<file path="config.mk">
export PLATFORM = sky130hd
export DESIGN_NAME = enigma_step_ctrl
export DESIGN_NICKNAME = d
export VERILOG_FILES = /design/src/rtl/enigma_step_ctrl.sv
export SDC_FILE = /design/constraint.sdc
export NUM_CORES = 1
export LEC_CHECK = 0
export ABC_CLOCK_PERIOD_IN_PS = 2600
export BUFFER_PORTS_ARGS = -buffer_cell sky130_fd_sc_hd__buf_4
export CAP_MARGIN = 20
export CORE_AREA = 2 2 101 103
export CTS_BUF_LIST = sky130_fd_sc_hd__clkbuf_16
export DETAILED_ROUTE_END_ITERATION = 10
export DIE_AREA = 0 0 103 105
export PLACE_DENSITY = 0.76
export SLEW_MARGIN = 25
export SYNTH_ARGS = -nofsm -noshare
export SYNTH_HDL_FRONTEND = slang
export SYNTH_SLANG_ARGS = --single-unit
</file>
<file path="constraint.sdc">
create_clock -name clk -period 2.6 [get_ports clk]
set_input_delay 0.39 -clock clk [delete_from_list [all_inputs] [get_ports clk]]
set_output_delay 0.39 -clock clk [all_outputs]
set_load 0.02 [all_outputs]
</file>
<file path="src/rtl/enigma_step_ctrl.sv">
// Enigma keyboard/stepping controller: accepts one-hot keys, steps three rotors
// with double-step behaviour, waits for the rotor path to settle and captures the lamp.
module enigma_step_ctrl #(
    parameter int unsigned SETTLE_CYCLES = 4
) (
    input  logic        clk,
    input  logic        reset,
    input  logic [25:0] key_in,
    input  logic        key_valid,
    output logic        key_ready,
    input  logic        cfg_load,
    input  logic [1:0]  cfg_sel_l,
    input  logic [1:0]  cfg_sel_m,
    input  logic [1:0]  cfg_sel_r,
    input  logic [4:0]  cfg_pos_l,
    input  logic [4:0]  cfg_pos_m,
    input  logic [4:0]  cfg_pos_r,
    output logic [1:0]  wiring_l,
    output logic [1:0]  wiring_m,
    output logic [1:0]  wiring_r,
    output logic        rotate_l,
    output logic        rotate_m,
    output logic        rotate_r,
    output logic [4:0]  pos_l,
    output logic [4:0]  pos_m,
    output logic [4:0]  pos_r,
    output logic [25:0] key_out,
    input  logic [25:0] path_in,
    output logic [25:0] lamp,
    output logic        lamp_valid,
    output logic        key_err
);

    typedef enum logic [1:0] {IDLE, STEP, SETTLE, CAPTURE} state_t;

    // Slot index: 0 = right, 1 = middle, 2 = left
    state_t          state_q, state_d;
    logic [3:0]      cnt_q, cnt_d;
    logic [2:0][1:0] wiring_q, wiring_d;
    logic [2:0][4:0] pos_q, pos_d;
    logic [2:0]      rotate_q, rotate_d;
    logic [25:0]     key_out_q, key_out_d;
    logic [25:0]     lamp_q, lamp_d;
    logic            lamp_valid_q, lamp_valid_d;
    logic            key_err_q, key_err_d;

    logic [2:0][1:0] eff_wiring;
    logic [2:0][4:0] eff_pos;
    logic            key_onehot;

    function automatic logic [4:0] clamp_pos(input logic [4:0] p);
        return (p > 5'd25) ? '0 : p;
    endfunction

    function automatic logic [4:0] inc_pos(input logic [4:0] p);
        return (p == 5'd25) ? '0 : p + 5'd1;
    endfunction

    function automatic logic notch(input logic [1:0] t, input logic [4:0] p);
        case (t)
            2'b00:   return p == 5'd17;
            2'b01:   return p == 5'd5;
            2'b10:   return p == 5'd22;
            default: return 1'b0;
        endcase
    endfunction

    assign key_onehot = (key_in != '0) && ((key_in & (key_in - 26'd1)) == '0);

    always_comb begin
        state_d      = state_q;
        cnt_d        = cnt_q;
        wiring_d     = wiring_q;
        pos_d        = pos_q;
        rotate_d     = '0;
        key_out_d    = key_out_q;
        lamp_d       = lamp_q;
        lamp_valid_d = 1'b0;
        key_err_d    = 1'b0;
        eff_wiring   = wiring_q;
        eff_pos      = pos_q;

        case (state_q)
            IDLE: begin
                key_out_d = '0;
                // A key arriving with cfg_load steps from the freshly loaded settings
                if (cfg_load) begin
                    eff_wiring = {cfg_sel_l, cfg_sel_m, cfg_sel_r};
                    eff_pos    = {clamp_pos(cfg_pos_l), clamp_pos(cfg_pos_m),
                                  clamp_pos(cfg_pos_r)};
                    wiring_d   = eff_wiring;
                    pos_d      = eff_pos;
                end
                if (key_valid) begin
                    if (key_onehot) begin
                        key_out_d   = key_in;
                        state_d     = STEP;
                        rotate_d[0] = 1'b1;
                        rotate_d[1] = notch(eff_wiring[0], eff_pos[0]) |
                                      notch(eff_wiring[1], eff_pos[1]);
                        rotate_d[2] = notch(eff_wiring[1], eff_pos[1]);
                    end else begin
                        key_err_d = 1'b1;
                    end
                end
            end
            STEP: begin
                pos_d[0] = rotate_q[0] ? inc_pos(pos_q[0]) : pos_q[0];
                pos_d[1] = rotate_q[1] ? inc_pos(pos_q[1]) : pos_q[1];
                pos_d[2] = rotate_q[2] ? inc_pos(pos_q[2]) : pos_q[2];
                cnt_d    = 4'(SETTLE_CYCLES - 1);
                state_d  = SETTLE;
            end
            SETTLE: begin
                if (cnt_q == '0) begin
                    state_d = CAPTURE;
                end else begin
                    cnt_d = cnt_q - 4'd1;
                end
            end
            CAPTURE: begin
                lamp_d       = path_in;
                lamp_valid_d = 1'b1;
                key_out_d    = '0;
                state_d      = IDLE;
            end
            default: state_d = IDLE;
        endcase
    end

    always_ff @(posedge clk) begin
        if (reset) begin
            state_q      <= IDLE;
            cnt_q        <= '0;
            wiring_q     <= '1;
            pos_q        <= '0;
            rotate_q     <= '0;
            key_out_q    <= '0;
            lamp_q       <= '0;
            lamp_valid_q <= 1'b0;
            key_err_q    <= 1'b0;
        end else begin
            state_q      <= state_d;
            cnt_q        <= cnt_d;
            wiring_q     <= wiring_d;
            pos_q        <= pos_d;
            rotate_q     <= rotate_d;
            key_out_q    <= key_out_d;
            lamp_q       <= lamp_d;
            lamp_valid_q <= lamp_valid_d;
            key_err_q    <= key_err_d;
        end
    end

    assign key_ready  = (state_q == IDLE);
    assign wiring_r   = wiring_q[0];
    assign wiring_m   = wiring_q[1];
    assign wiring_l   = wiring_q[2];
    assign pos_r      = pos_q[0];
    assign pos_m      = pos_q[1];
    assign pos_l      = pos_q[2];
    assign rotate_r   = rotate_q[0];
    assign rotate_m   = rotate_q[1];
    assign rotate_l   = rotate_q[2];
    assign key_out    = key_out_q;
    assign lamp       = lamp_q;
    assign lamp_valid = lamp_valid_q;
    assign key_err    = key_err_q;

endmodule

</file>
* After elaboration in Yosys (flattened, before gate mapping)
Cells that the tools add are included.
W data, S select, Z words.
** Operators by class
- Add/subtract/negate cells :: 5
- Order comparisons :: 3
- Equal/unequal tests :: 23
- Mux-type cells :: 34
- Bitwise gates (word level) :: 5
- Reduce and logical (&&, ||, !) cells :: 17
** Operator list (count)
- $mux W26 :: 2
- $pmux W26 S2 :: 1
- $mux W5 :: 9
- $eq A5 B5 Y1 const B :: 7
- $pmux W15 S2 :: 1
- $and A26 B26 Y26 :: 1
- $logic_not A26 Y1 :: 1
- $reduce_bool A26 Y1 :: 1
- $sub A26 B1 Y26 const B :: 1
- $add A5 B1 Y5 const B :: 3
- $gt A5 B5 Y1 const B :: 3
- $mux W15 :: 1
- $ne A2 B2 Y1 const B :: 6
- $eq A5 B3 Y1 const B :: 2
- $mux W10 :: 1
- $mux W1 :: 9
- $eq A2 B2 Y1 const B :: 4
- $mux W4 :: 2
- $pmux W2 S4 :: 1
- $pmux W4 S2 :: 1
- $reduce_and A2 Y1 :: 4
- $eq A2 B1 Y1 const B :: 3
- $logic_not A2 Y1 :: 3
- $mux W2 :: 3
- other kinds (12) :: 17
** Word-level totals
- Register bits after elaboration :: 84
- Input bits :: 77
- Output and inout port bits :: 79
- Word-level logic and storage cells :: 101

* Longest topological paths before layout
Gate-level depths: netlist of run 1.
- Depth after elaboration :: 10
- Mapped depth :: 10
- Depth with buffers taken out :: 8

* Worst setup path before layout of run 1
Ideal clock, no wire load.
- Kind :: in2reg
- Start point :: input key_in[0]
- End point :: register state_q[1]
- Setup time :: 0.072 ns
- Data arrival time :: 2.764 ns
- Required time :: 2.528 ns
- Setup slack :: -0.235 ns
- Stages on the path :: 8
- Buffers on the path :: 1
- Path through :: or4_4 -> buf_6 -> or2_1 -> or3_1 -> a311o_1 -> or4_1 -> o21ai_2 -> mux2i_1
** On the way
- Cells in the longest elaborated chain, start to end :: 6
- Elaborated cells on any way between the ends :: 7
- Classes of those cells :: add/sub (1); eq/ne (1); bitwise (1); reduce/logical (4)
** RTL lines
- from (decl) :: line 8 : input logic [25:0] key_in,
- $sub A26 B1 Y26 :: line 68 : assign key_onehot = (key_in != '0) && ((key_in & (key_in - 26'd1)) == '0);
- $and A26 B26 Y26 :: line 68
- $logic_not A26 Y1 :: line 68
- $logic_and A1 B1 Y1 * :: line 68
- $ne A2 B1 Y1 (no line) *
- $reduce_and A3 Y1 (no line) *
- to (signal assigned) :: line 143 : state_q <= state_d;
- to (decl) :: line 37 : state_t state_q, state_d;
Every way passes the cells marked *; elsewhere a longest branch is shown, timed or not.
A chain may end at the register's enable or synchronous reset.

* Worst setup path in the final report of run 1
- Start point :: input key_in[10]
- End point :: register key_out_q[2] (netlist: key_out[2])
** On the way
- Cells in the longest elaborated chain, start to end :: 7
- Elaborated cells on any way between the ends :: 8
- Classes of those cells :: add/sub (1); mux (3); bitwise (1); reduce/logical (3)
** RTL lines
- $sub A26 B1 Y26 :: line 68
- $and A26 B26 Y26 :: line 68
- $logic_not A26 Y1 :: line 68
- $logic_and A1 B1 Y1 * :: line 68
- $mux W26 * :: line 95 : if (key_onehot) begin
- $mux W26 * :: line 94 : if (key_valid) begin
- $pmux W26 S2 * :: line 83 : case (state_q)
- to (signal assigned) :: line 148 : key_out_q <= key_out_d;
- to (decl) :: line 42 : logic [25:0] key_out_q, key_out_d;
Marks and branches as above.

==> results.py, run 1 <==
metrics = {
    "grt": {
        "grt_overflow_total": 0,
        "antenna_found_initial": 0,
        "grt_max_degree": 55,
        "grt_usage_pct": 21.5,
        "use_met2_pct": 37.0,
        "grt_pass1_wl_microns": 19000,
        "use_met1_pct": 27.1,
        "grtUsageMet3_pct": 4.55,
        "grt_pass1_vias": 4007,
        "busiest_layer": "met2",
    },
    "cells_and_area": {
        "final_cells": 788,
        "nets": 746,
        "layout_commonest_cell": "buf_4",
        "diodes": 0,
        "drive_above_1_share_pct": 35.0,
        "layout_common_cells": "buf_4 (182), dfxtp_1 (84), nor2_1 (77), mux2i_1 (32), o21ai_0 (24)",
        "fin_area_sq_um": 6090,
        "regArea_sq_um": 1680,
        "multi_input_area_sq_um": 2430,
        "area_growth_pct": 43.4,
        "nFillCells": 870,
    },
    "placement": {
        "place.gp.congestion": 0.885,
        "hpwl_microns": 8760,
        "post_dp_cell_area_sq_um": 5710,
        "dp.cells": 770,
        "port_buffers": 155,
    },
    "critical_path": {
        "critPathKind": "input pin to flop",
        "cp_data_arrival_time_ps": 2860,
        "crit_path_end_kind": "flop",
        "reg2reg_to": "rotate_q[1]$_SDFF_PP0_",
        "r2r_cells": 8,
        "start_kind": "input pin",
        "required_ps": 2870,
        "rr_startpoint": "wiring_m[0]$_SDFFE_PP1P_",
        "path_max_fanout": 4,
        "reg2reg_slack_ps": 560,
    },
    "clock_tree": {
        "htreeDepth": 3,
        "cts.sinks": 84,
        "cts.path.max_buffers": 2,
        "cts_made_buffers": 9,
        "cts_root_buffer": "clkbuf_16",
        "insertion_delay_ps": 330,
        "cts_tree": "done",
        "path_clk_slew_ps": 70,
    },
    "drt": {
        "vias": 4275,
        "first_pass_iters": 4,
        "first_iter_violations": 166,
        "ant_nets": 0,
        "routed_wl_microns": 12000,
        "drc_errors": 0,
        "wire_per_inst_microns": 15.2,
        "vias_per_cell": 5.43,
    },
    "sta": {
        "finClkSkew_ps": 5.18,
        "timing_worst_slew_pin_value_ps": 553,
        "slew-limit-headroom_pct": 63.1,
        "drv_slew": 0,
        "min_period_over_period_pct": 99.7,
        "setup_violations": 0,
        "fin_crit_ps": 2590,
        "max_clock_freq_mhz": 386,
        "hold_violations": 0,
    },
    "power": {
        "ir_drop_uv": 400,
        "power_density_nw_per_um2": 696,
        "power_mw": 4.24,
        "p_leak_nw": 2.52,
    },
    "floorplanning": {
        "ios": 156,
        "die_area_sq_um": 10800,
        "rows": 36,
        "initial_core_util_pct": 44.1,
        "die_w_microns": 103,
        "core_sq_um": 9640,
        "dieHeight_microns": 105,
    },
    "synthesis": {
        "synth-edff-count": 0,
        "synth_cells": 477,
        "synthArstFlopShare_pct": 0,
        "ys_ff_latch": 84,
        "synth.distinct_cells": 48,
        "synth.cell_area_sq_um": 4250,
        "yosysSeqAreaShare_pct": 39.6,
        "synth_ff_type": "dfxtp_1",
        "synth.avg_cell_area_sq_um": 8.90,
        "yosys_warnings": 0,
        "synth_nets": 573,
    },
    "min_path": {
        "min_path_cells": 3,
        "hold_class": "input pin to flop",
        "min_to": "lamp[1]$_SDFFE_PP0P_",
        "hp-start": "path_in[1]",
    },
    "run_status": {
        "status": "complete, no violations",
    },
    "job": {
        "max_cap_violations": 0,
    },
}
-- worst max-delay path by stage --
stage,from,end,slack (ps),depth (start not counted)
3_3_place_gp,key_in[4],key_out[1]$_SDFFE_PP0P_,-250,9
5_1_grt,key_in[10],key_out[4]$_SDFFE_PP0P_,-80,11
4_1_cts,key_in[4],key_out[14]$_SDFFE_PP0P_,40,9
6_report,key_in[10],key_out[2]$_SDFFE_PP0P_,9,11
2_1_floorplan,key_in[4],key_out[25]$_SDFFE_PP0P_,-160,8
3_5_place_dp,key_in[4],key_out[6]$_SDFFE_PP0P_,-300,9
-- state kept, by name (all words and copies together) (netlist names) --
register,cells
wiring_r,2
wiring_m,2
key_out,26
state_q,2
pos_m,5
lamp,26
cnt_q,4
lamp_valid,1
rotate_q,3
pos_r,5
pos_l,5
key_err,1
wiring_l,2
-- per-layer routing --
layer / wire length, microns / part of all wire (%) / vias to the layer above
li1: - / - / 2075
met1: 4870 / 41 / 2038
met2: 6070 / 51 / 143
met3: 795 / 6.6 / 19
met4: 229 / 1.9 / 0
met5: 0 / 0 / -
-- critical path, stage by stage --
cell	delay, ps
buf_4	110
or4_4	510
or3_4	410
nor4_2	340
o211ai_1	180
buf_4	170
nor4_4	200
buf_4	190
buf_2	190
a22oi_2	70
nor2_1	90
-- where the power goes --
part	internal (mW)	switching, mW
combinational	0.550	0.724
clock	0.859	0.557
sequential	1.40	0.149
-- kinds of logic after synthesis --
kind of cell | synth area share [%]
flip-flops | 39.6
buffers and inverters | 4.24
XOR/XNOR | 2.89
AO/OA/AOI/OAI | 19.4
adder cells (fa/ha/maj) | 6.31
multiplexers | 7.78
AND/OR/NAND/NOR | 19.7
-- layout make-up --
| class | instances | area share [%] |
|---|---|---|
| Clock inverter | 7 | 1.73 |
| Tap cell | 133 | 2.73 |
| Inverter | 16 | 0.986 |
| Multi-Input combinational cell | 352 | 40.0 |
| Sequential cell | 84 | 27.6 |
| Timing Repair Buffer | 187 | 23.3 |
| Clock buffer | 9 | 3.70 |
-- timing repair --
action / 4_1_cts / 5_1_grt
setup buffers: 0 / 1
gates resized for setup: 0 / 9
hold buffers: 0 / 0
setup endpoints to repair: 0 / 26
-- per-stage QoR --
step | worst slack [ps] | TNS, ps | hold WS [ps] | util, %
CTS | 39.8 | 0 | 284 | 62.7
floorplan | -163 | -3480 | 464 | -
finish | 8.86 | 0 | 298 | 63.2
global route | -77.3 | -1310 | 292 | 63.2
global placement | -248 | -6340 | 454 | 59.2
detailed placement | -300 | -7870 | 464 | 59.2
-- cells in the mapped netlist (3+ instances only) --
master	instances	area share, %
nand4b_1	4	0.82
nand3_1	8	0.94
o221ai_1	6	1.2
or3_1	4	0.59
nand2_1	22	1.9
mux2i_1	33	7.8
maj3_1	3	0.71
o21ai_0	25	2.9
clkbuf_1	18	1.6
a22oi_1	20	3.5
inv_1	16	1.4
a31oi_1	11	1.6
nor3_1	10	1.2
buf_6	3	0.80
ha_1	19	5.6
a211o_1	6	1.2
a211oi_1	9	1.6
a22oi_2	9	2.7
nor2_1	77	6.8
nand2b_1	6	0.88
or2_2	3	0.44
buf_1	3	0.27
xnor2_1	9	1.9
a21oi_1	8	0.94
and3_1	7	1.0
nor2b_1	9	1.3
o211ai_1	5	0.88
xor2_1	5	1.0
nor4_1	8	1.2
o21a_1	4	0.71
dfxtp_1	84	40
Note: power is estimated with default switching activity, not from simulation.
==> run 2: changes to the inputs <==
--- a/config.mk
+++ b/config.mk
@@ -8,11 +8,10 @@
 export ABC_CLOCK_PERIOD_IN_PS = 2600
 export BUFFER_PORTS_ARGS = -buffer_cell sky130_fd_sc_hd__buf_4
 export CAP_MARGIN = 20
-export CORE_AREA = 2 2 101 103
-export CTS_BUF_LIST = sky130_fd_sc_hd__clkbuf_16
+export CORE_AREA = 2 2 141 74
 export DETAILED_ROUTE_END_ITERATION = 10
-export DIE_AREA = 0 0 103 105
-export PLACE_DENSITY = 0.76
+export DIE_AREA = 0 0 143 76
+export PLACE_DENSITY = 0.77
 export SLEW_MARGIN = 25
 export SYNTH_ARGS = -nofsm -noshare
 export SYNTH_HDL_FRONTEND = slang
==> run 2 against run 1 <==
  * The flow now finishes with violations (negative setup slack)
  * Sequential power barely moved
  * Wire length rose by 8.2%
  * Clock power fell by 8%
  * Via count fell by 0.49%
  * Critical path type unchanged
  * Largest cell class unchanged
==> results.py, run 2 (synthesis results as in run 1) <==
metrics = {
    "critical_path": {
        "r2r_cells": 8,
        "start_kind": "input pin",
        "rr_startpoint": "state_q[1]$_SDFFE_PP0P_",
        "reg2reg_slack_ps": 600,
        "reg2reg_to": "pos_l[2]$_SDFFE_PP0P_",
        "required_ps": 2860,
        "cp_data_arrival_time_ps": 2900,
        "cpPeakStageDelay_ps": 550,
        "path_max_fanout": 7,
        "crit_slowest_cell": "or4_4",
        "cp_cell_sequence": "buf_4, or4_4, or2_1, or3_1, a311o_1, nor4_4, buf_6, clkbuf_16, a22oi_1, nor2_1",
        "crit_path_end_kind": "flop",
        "critPathKind": "input pin to flop",
    },
    "run_status": {
        "violations": "negative setup slack",
        "status": "finished with violations",
    },
    "clock_tree": {
        "cts.path.max_buffers": 2,
        "htreeDepth": 3,
        "cts_root_buffer": "clkbuf_16",
        "insertion_delay_ps": 330,
        "cts_tree": "done",
        "path_clk_slew_ps": 60,
        "cts_made_buffers": 9,
        "cts.sinks": 84,
    },
    "drt": {
        "wire_per_inst_microns": 16.3,
        "first_pass_iters": 5,
        "ant_nets": 0,
        "drc_errors": 0,
        "vias": 4254,
        "first_iter_violations": 333,
        "vias_per_cell": 5.37,
        "routed_wl_microns": 12900,
    },
    "placement": {
        "dp.cells": 772,
        "place.gp.congestion": 0.925,
        "port_buffers": 155,
        "hpwl_microns": 9180,
        "dp_slack_ps": -372,
    },
    "floorplanning": {
        "rows": 26,
        "die_area_sq_um": 10900,
        "ios": 156,
        "die_w_microns": 143,
        "core_sq_um": 9790,
        "initial_core_util_pct": 43.4,
        "dieHeight_microns": 76,
    },
    "min_path": {
        "hp-start": "path_in[22]",
        "min_path_cells": 3,
        "hold_class": "input pin to flop",
        "min_to": "lamp[22]$_SDFFE_PP0P_",
    },
    "cells_and_area": {
        "layout_commonest_cell": "buf_4",
        "final_cells": 792,
        "utilization_pct": 62.4,
        "drive_above_1_share_pct": 35.0,
        "multi_input_area_sq_um": 2450,
        "nets": 743,
        "regArea_sq_um": 1680,
        "diodes": 0,
        "area_growth_pct": 44.0,
        "layout_common_cells": "buf_4 (177), dfxtp_1 (84), nor2_1 (77), mux2i_1 (32), o21ai_0 (25)",
        "nFillCells": 798,
    },
    "sta": {
        "fin_ws_ps": -33.0,
        "slew-limit-headroom_pct": 41.7,
        "rsz0062_at_grt": "yes",
        "setup-tns-final_ps": -261,
        "holdWs_ps": 289,
        "min_period_over_period_pct": 101,
        "fin_crit_ps": 2630,
        "setup_violations": 18,
        "hold_violations": 0,
        "finClkSkew_ps": 5.80,
        "max_clock_freq_mhz": 380,
        "drv_slew": 0,
        "timing_worst_slew_pin_value_ps": 875,
    },
    "grt": {
        "grt_overflow_total": 0,
        "grt_pass1_wl_microns": 19700,
        "antenna_found_initial": 0,
        "grt_max_degree": 83,
        "grt_pass1_vias": 3885,
        "grt_usage_pct": 22.6,
    },
    "job": {
        "max_cap_violations": 0,
    },
    "power": {
        "power_density_nw_per_um2": 680,
        "p_leak_nw": 2.51,
        "ir_drop_uv": 416,
    },
}
## run 2: cell count changes in the layout (fill, tap and decap cells not counted), sizes merged
cell / before / now
buf: 187 / 182
clkbuf: 9 / 13
clkinv: 0 / 4
inv: 20 / 16
bufinv: 2 / 1
clkinvlp: 1 / 0
## run 2: area by class of cell
| type | instances | area share (%) |
|---|---|---|
| clock buffers | 11 | 3.97 |
| repair buffers | 184 | 23.6 |
| inverters | 16 | 0.982 |
| well taps | 140 | 2.86 |
| clock inverters | 5 | 1.00 |
| multi-input cells | 352 | 40.1 |
| flip-flops and latches | 84 | 27.5 |
## run 2: report_power, final
part           internal [mW]  total (mW)  switching, mW
Combinational          0.550        1.31          0.758
Clock                  0.775        1.30          0.528
Sequential              1.40        1.55          0.152
Total                   2.72        4.16           1.44
## run 2: through the flow
stage               area (sq um)  total power [mW]
CTS                         6010              4.17
global route                6110              4.40
floorplan                   4270              2.36
finish                      6110              4.16
detailed placement          5690              2.86
global placement            5690              2.82
## run 2: routing by layer
metal	vias up	routed length (microns)	track usage (%)
li1	2066	-	-
met1	1985	6500	33.6
met2	184	5290	31.6
met3	19	1020	6.79
met4	0	128	5.84
met5	-	0	0
## run 2: worst max-delay path by stage
stage	from	to	slack, ps
after floorplan	key_in[4]	key_out[25]$_SDFFE_PP0P_	-160
after global placement	key_in[4]	state_q[1]$_SDFFE_PP0P_	-250
after detailed placement	key_in[4]	state_q[1]$_SDFFE_PP0P_	-370
after CTS	key_in[4]	key_out[9]$_SDFFE_PP0P_	40
after global routing	key_in[0]	key_out[15]$_SDFFE_PP0P_	-60
final	key_in[0]	key_out[13]$_SDFFE_PP0P_	-30
## run 2: worst max-delay path: cells and delay by family
kind,cells,cell delay (ps)
buffers and inverters,3,450
AO/OA/AOI/OAI,2,470
AND/OR/NAND/NOR,5,1590
## run 2: repair_timing
item,CTS,global route
endpoints found under the setup margin,1,22
gates resized for setup,2,8
buffers inserted,0,1
pin swaps,0,6
hold buffers,0,0
gates cloned,0,3
==> run 3: changes to the inputs <==
--- a/config.mk
+++ b/config.mk
@@ -6,12 +6,12 @@
 export NUM_CORES = 1
 export LEC_CHECK = 0
 export ABC_CLOCK_PERIOD_IN_PS = 2600
-export BUFFER_PORTS_ARGS = -buffer_cell sky130_fd_sc_hd__buf_4
 export CAP_MARGIN = 20
 export CORE_AREA = 2 2 141 74
 export DETAILED_ROUTE_END_ITERATION = 10
 export DIE_AREA = 0 0 143 76
-export PLACE_DENSITY = 0.77
+export DONT_BUFFER_PORTS = 1
+export PLACE_DENSITY = 0.62
 export SLEW_MARGIN = 25
 export SYNTH_ARGS = -nofsm -noshare
 export SYNTH_HDL_FRONTEND = slang
==> run 3 against run 2 <==
  * The flow now finishes without violations
  * Cell area is 22% lower
  * Sequential share of layout area is 7.7 points higher
  * Largest power group unchanged
  * Maximum frequency is 6.2% higher
  * Global-route usage is 2.1 points lower
  * Via count is 16% lower
  * Flip-flop and latch count stayed put
  * Clock power is 6% higher
  * Register-to-register slack worse by 200 ps
  * Power is 5.7% lower
==> results.py, run 3 (synthesis results as in run 1) <==
metrics = {
    "run_status": {
        "status": "complete, no violations",
    },
    "clock_tree": {
        "cts_tree": "done",
        "htreeDepth": 3,
        "path_clk_slew_ps": 60,
        "cts_made_buffers": 9,
        "cts.path.max_buffers": 2,
        "cts_root_buffer": "clkbuf_16",
        "postCtsHoldBufs": 0,
        "postCtsSetupRepairBufs": 0,
        "cts.sinks": 84,
        "cts_resized": 0,
        "insertion_delay_ps": 330,
    },
    "critical_path": {
        "r2r_cells": 7,
        "reg2reg_slack_ps": 400,
        "required_ps": 2860,
        "path_max_fanout": 25,
        "crit_start": "key_in[4]",
        "reg2reg_to": "rotate_q[2]$_SDFF_PP0_",
        "rr_startpoint": "wiring_m[0]$_SDFFE_PP1P_",
        "crit_path_end_kind": "flop",
        "start_kind": "input pin",
        "cp_data_arrival_time_ps": 2740,
        "critPathKind": "input pin to flop",
    },
    "cells_and_area": {
        "layout_common_cells": "dfxtp_1 (84), nor2_1 (77), mux2i_1 (33), o21ai_0 (25), nand2_1 (22)",
        "fin_area_sq_um": 4780,
        "layout_commonest_cell": "dfxtp_1",
        "nets": 572,
        "drive_above_1_share_pct": 10.8,
        "area_growth_pct": 12.5,
        "diodes": 0,
    },
    "power": {
        "ir_drop_uv": 345,
        "power_mw": 3.92,
        "power_density_nw_per_um2": 821,
        "p_leak_nw": 1.64,
    },
    "job": {
        "max_cap_violations": 0,
    },
    "placement": {
        "hpwl_microns": 8180,
        "dp_slack_ps": -286,
        "place.gp.congestion": 0.892,
        "port_buffers": 0,
        "post_dp_cell_area_sq_um": 4440,
    },
    "sta": {
        "drv_slew": 0,
        "timing_worst_slew_pin_value_ps": 474,
        "min_period_over_period_pct": 95.3,
        "finClkSkew_ps": 7.62,
        "rsz0062_at_grt": "no",
        "setup-tns-final_ps": 0,
        "hold_violations": 0,
        "setup_violations": 0,
        "holdWs_ps": 123,
        "slew-limit-headroom_pct": 67.5,
        "fin_crit_ps": 2480,
        "max_clock_freq_mhz": 403,
        "fin_ws_ps": 121,
    },
    "drt": {
        "routed_wl_microns": 11000,
        "wire_per_inst_microns": 17.7,
        "ant_nets": 0,
        "drc_errors": 0,
        "first_iter_violations": 251,
        "first_pass_iters": 4,
        "vias_per_cell": 5.78,
        "vias": 3588,
    },
    "grt": {
        "grt_max_degree": 83,
        "grt_pass1_vias": 3417,
        "antenna_found_initial": 0,
        "grt_overflow_total": 0,
        "grt_pass1_wl_microns": 17600,
        "grt_usage_pct": 20.5,
    },
    "min_path": {
        "hold_class": "input pin to flop",
        "min_path_cells": 1,
        "min_to": "lamp[18]$_SDFFE_PP0P_",
        "hp-start": "reset",
    },
    "floorplanning": {
        "die_area_sq_um": 10900,
        "rows": 26,
        "core_sq_um": 9790,
        "dieHeight_microns": 76,
        "die_w_microns": 143,
        "initial_core_util_pct": 43.4,
        "ios": 156,
    },
}
==> run 3: changes by cell type in the layout (fill, tap and decap cells not counted), sizes merged <==
cell	before	now
bufinv	1	2
clkbuf	13	11
buf	182	13
clkinvlp	0	1
clkinv	4	2
==> run 3: layout make-up <==
class | instances | area, sq um
multi-input cells | 352 | 2420
repair buffers | 13 | 110
clock inverters | 5 | 85.1
well taps | 140 | 175
flip-flops and latches | 84 | 1680
fillers | 887 | 5010
inverters | 16 | 60.1
clock buffers | 11 | 243
==> run 3: critical path, cell delays in order <==
cell	delay (ps)
or4_4	510
or3_4	390
o31a_1	300
a311o_1	370
nor4_4	310
buf_12	230
a22oi_2	70
nor2_1	140
==> run 3: through the flow <==
stage / util, % / instances
2_1_floorplan: - / 477
3_3_place_gp: 45.3 / 605
3_5_place_dp: 45.3 / 605
4_1_cts: 48.7 / 621
5_1_grt: 48.8 / 621
6_report: 48.8 / 621
==> run 3: per-layer routing <==
| metal | up-vias | track usage, % | part of all wire (%) |
|---|---|---|---|
| li1 | 1723 | - | - |
| met1 | 1683 | 30.0 | 49 |
| met3 | 9 | 8.23 | 11 |
| met5 | - | 0 | 0 |
| met4 | 0 | 4.55 | 0.85 |
| met2 | 173 | 28.1 | 40 |
==> run 3: where the power goes <==
group | internal, mW | switching (mW)
clock | 0.871 | 0.513
sequential | 1.40 | 0.282
combinational | 0.345 | 0.515
total | 2.62 | 1.31
==> run 3: worst max path at each step <==
stage / cells past startpoint / slack, ps / to
5_1_grt: 9 / 3 / key_out[3]$_SDFFE_PP0P_
6_report: 8 / 120 / key_out[3]$_SDFFE_PP0P_
3_3_place_gp: 10 / -180 / key_out[24]$_SDFFE_PP0P_
4_1_cts: 7 / 70 / state_q[1]$_SDFFE_PP0P_
3_5_place_dp: 7 / -290 / state_q[1]$_SDFFE_PP0P_
2_1_floorplan: 8 / -160 / key_out[25]$_SDFFE_PP0P_
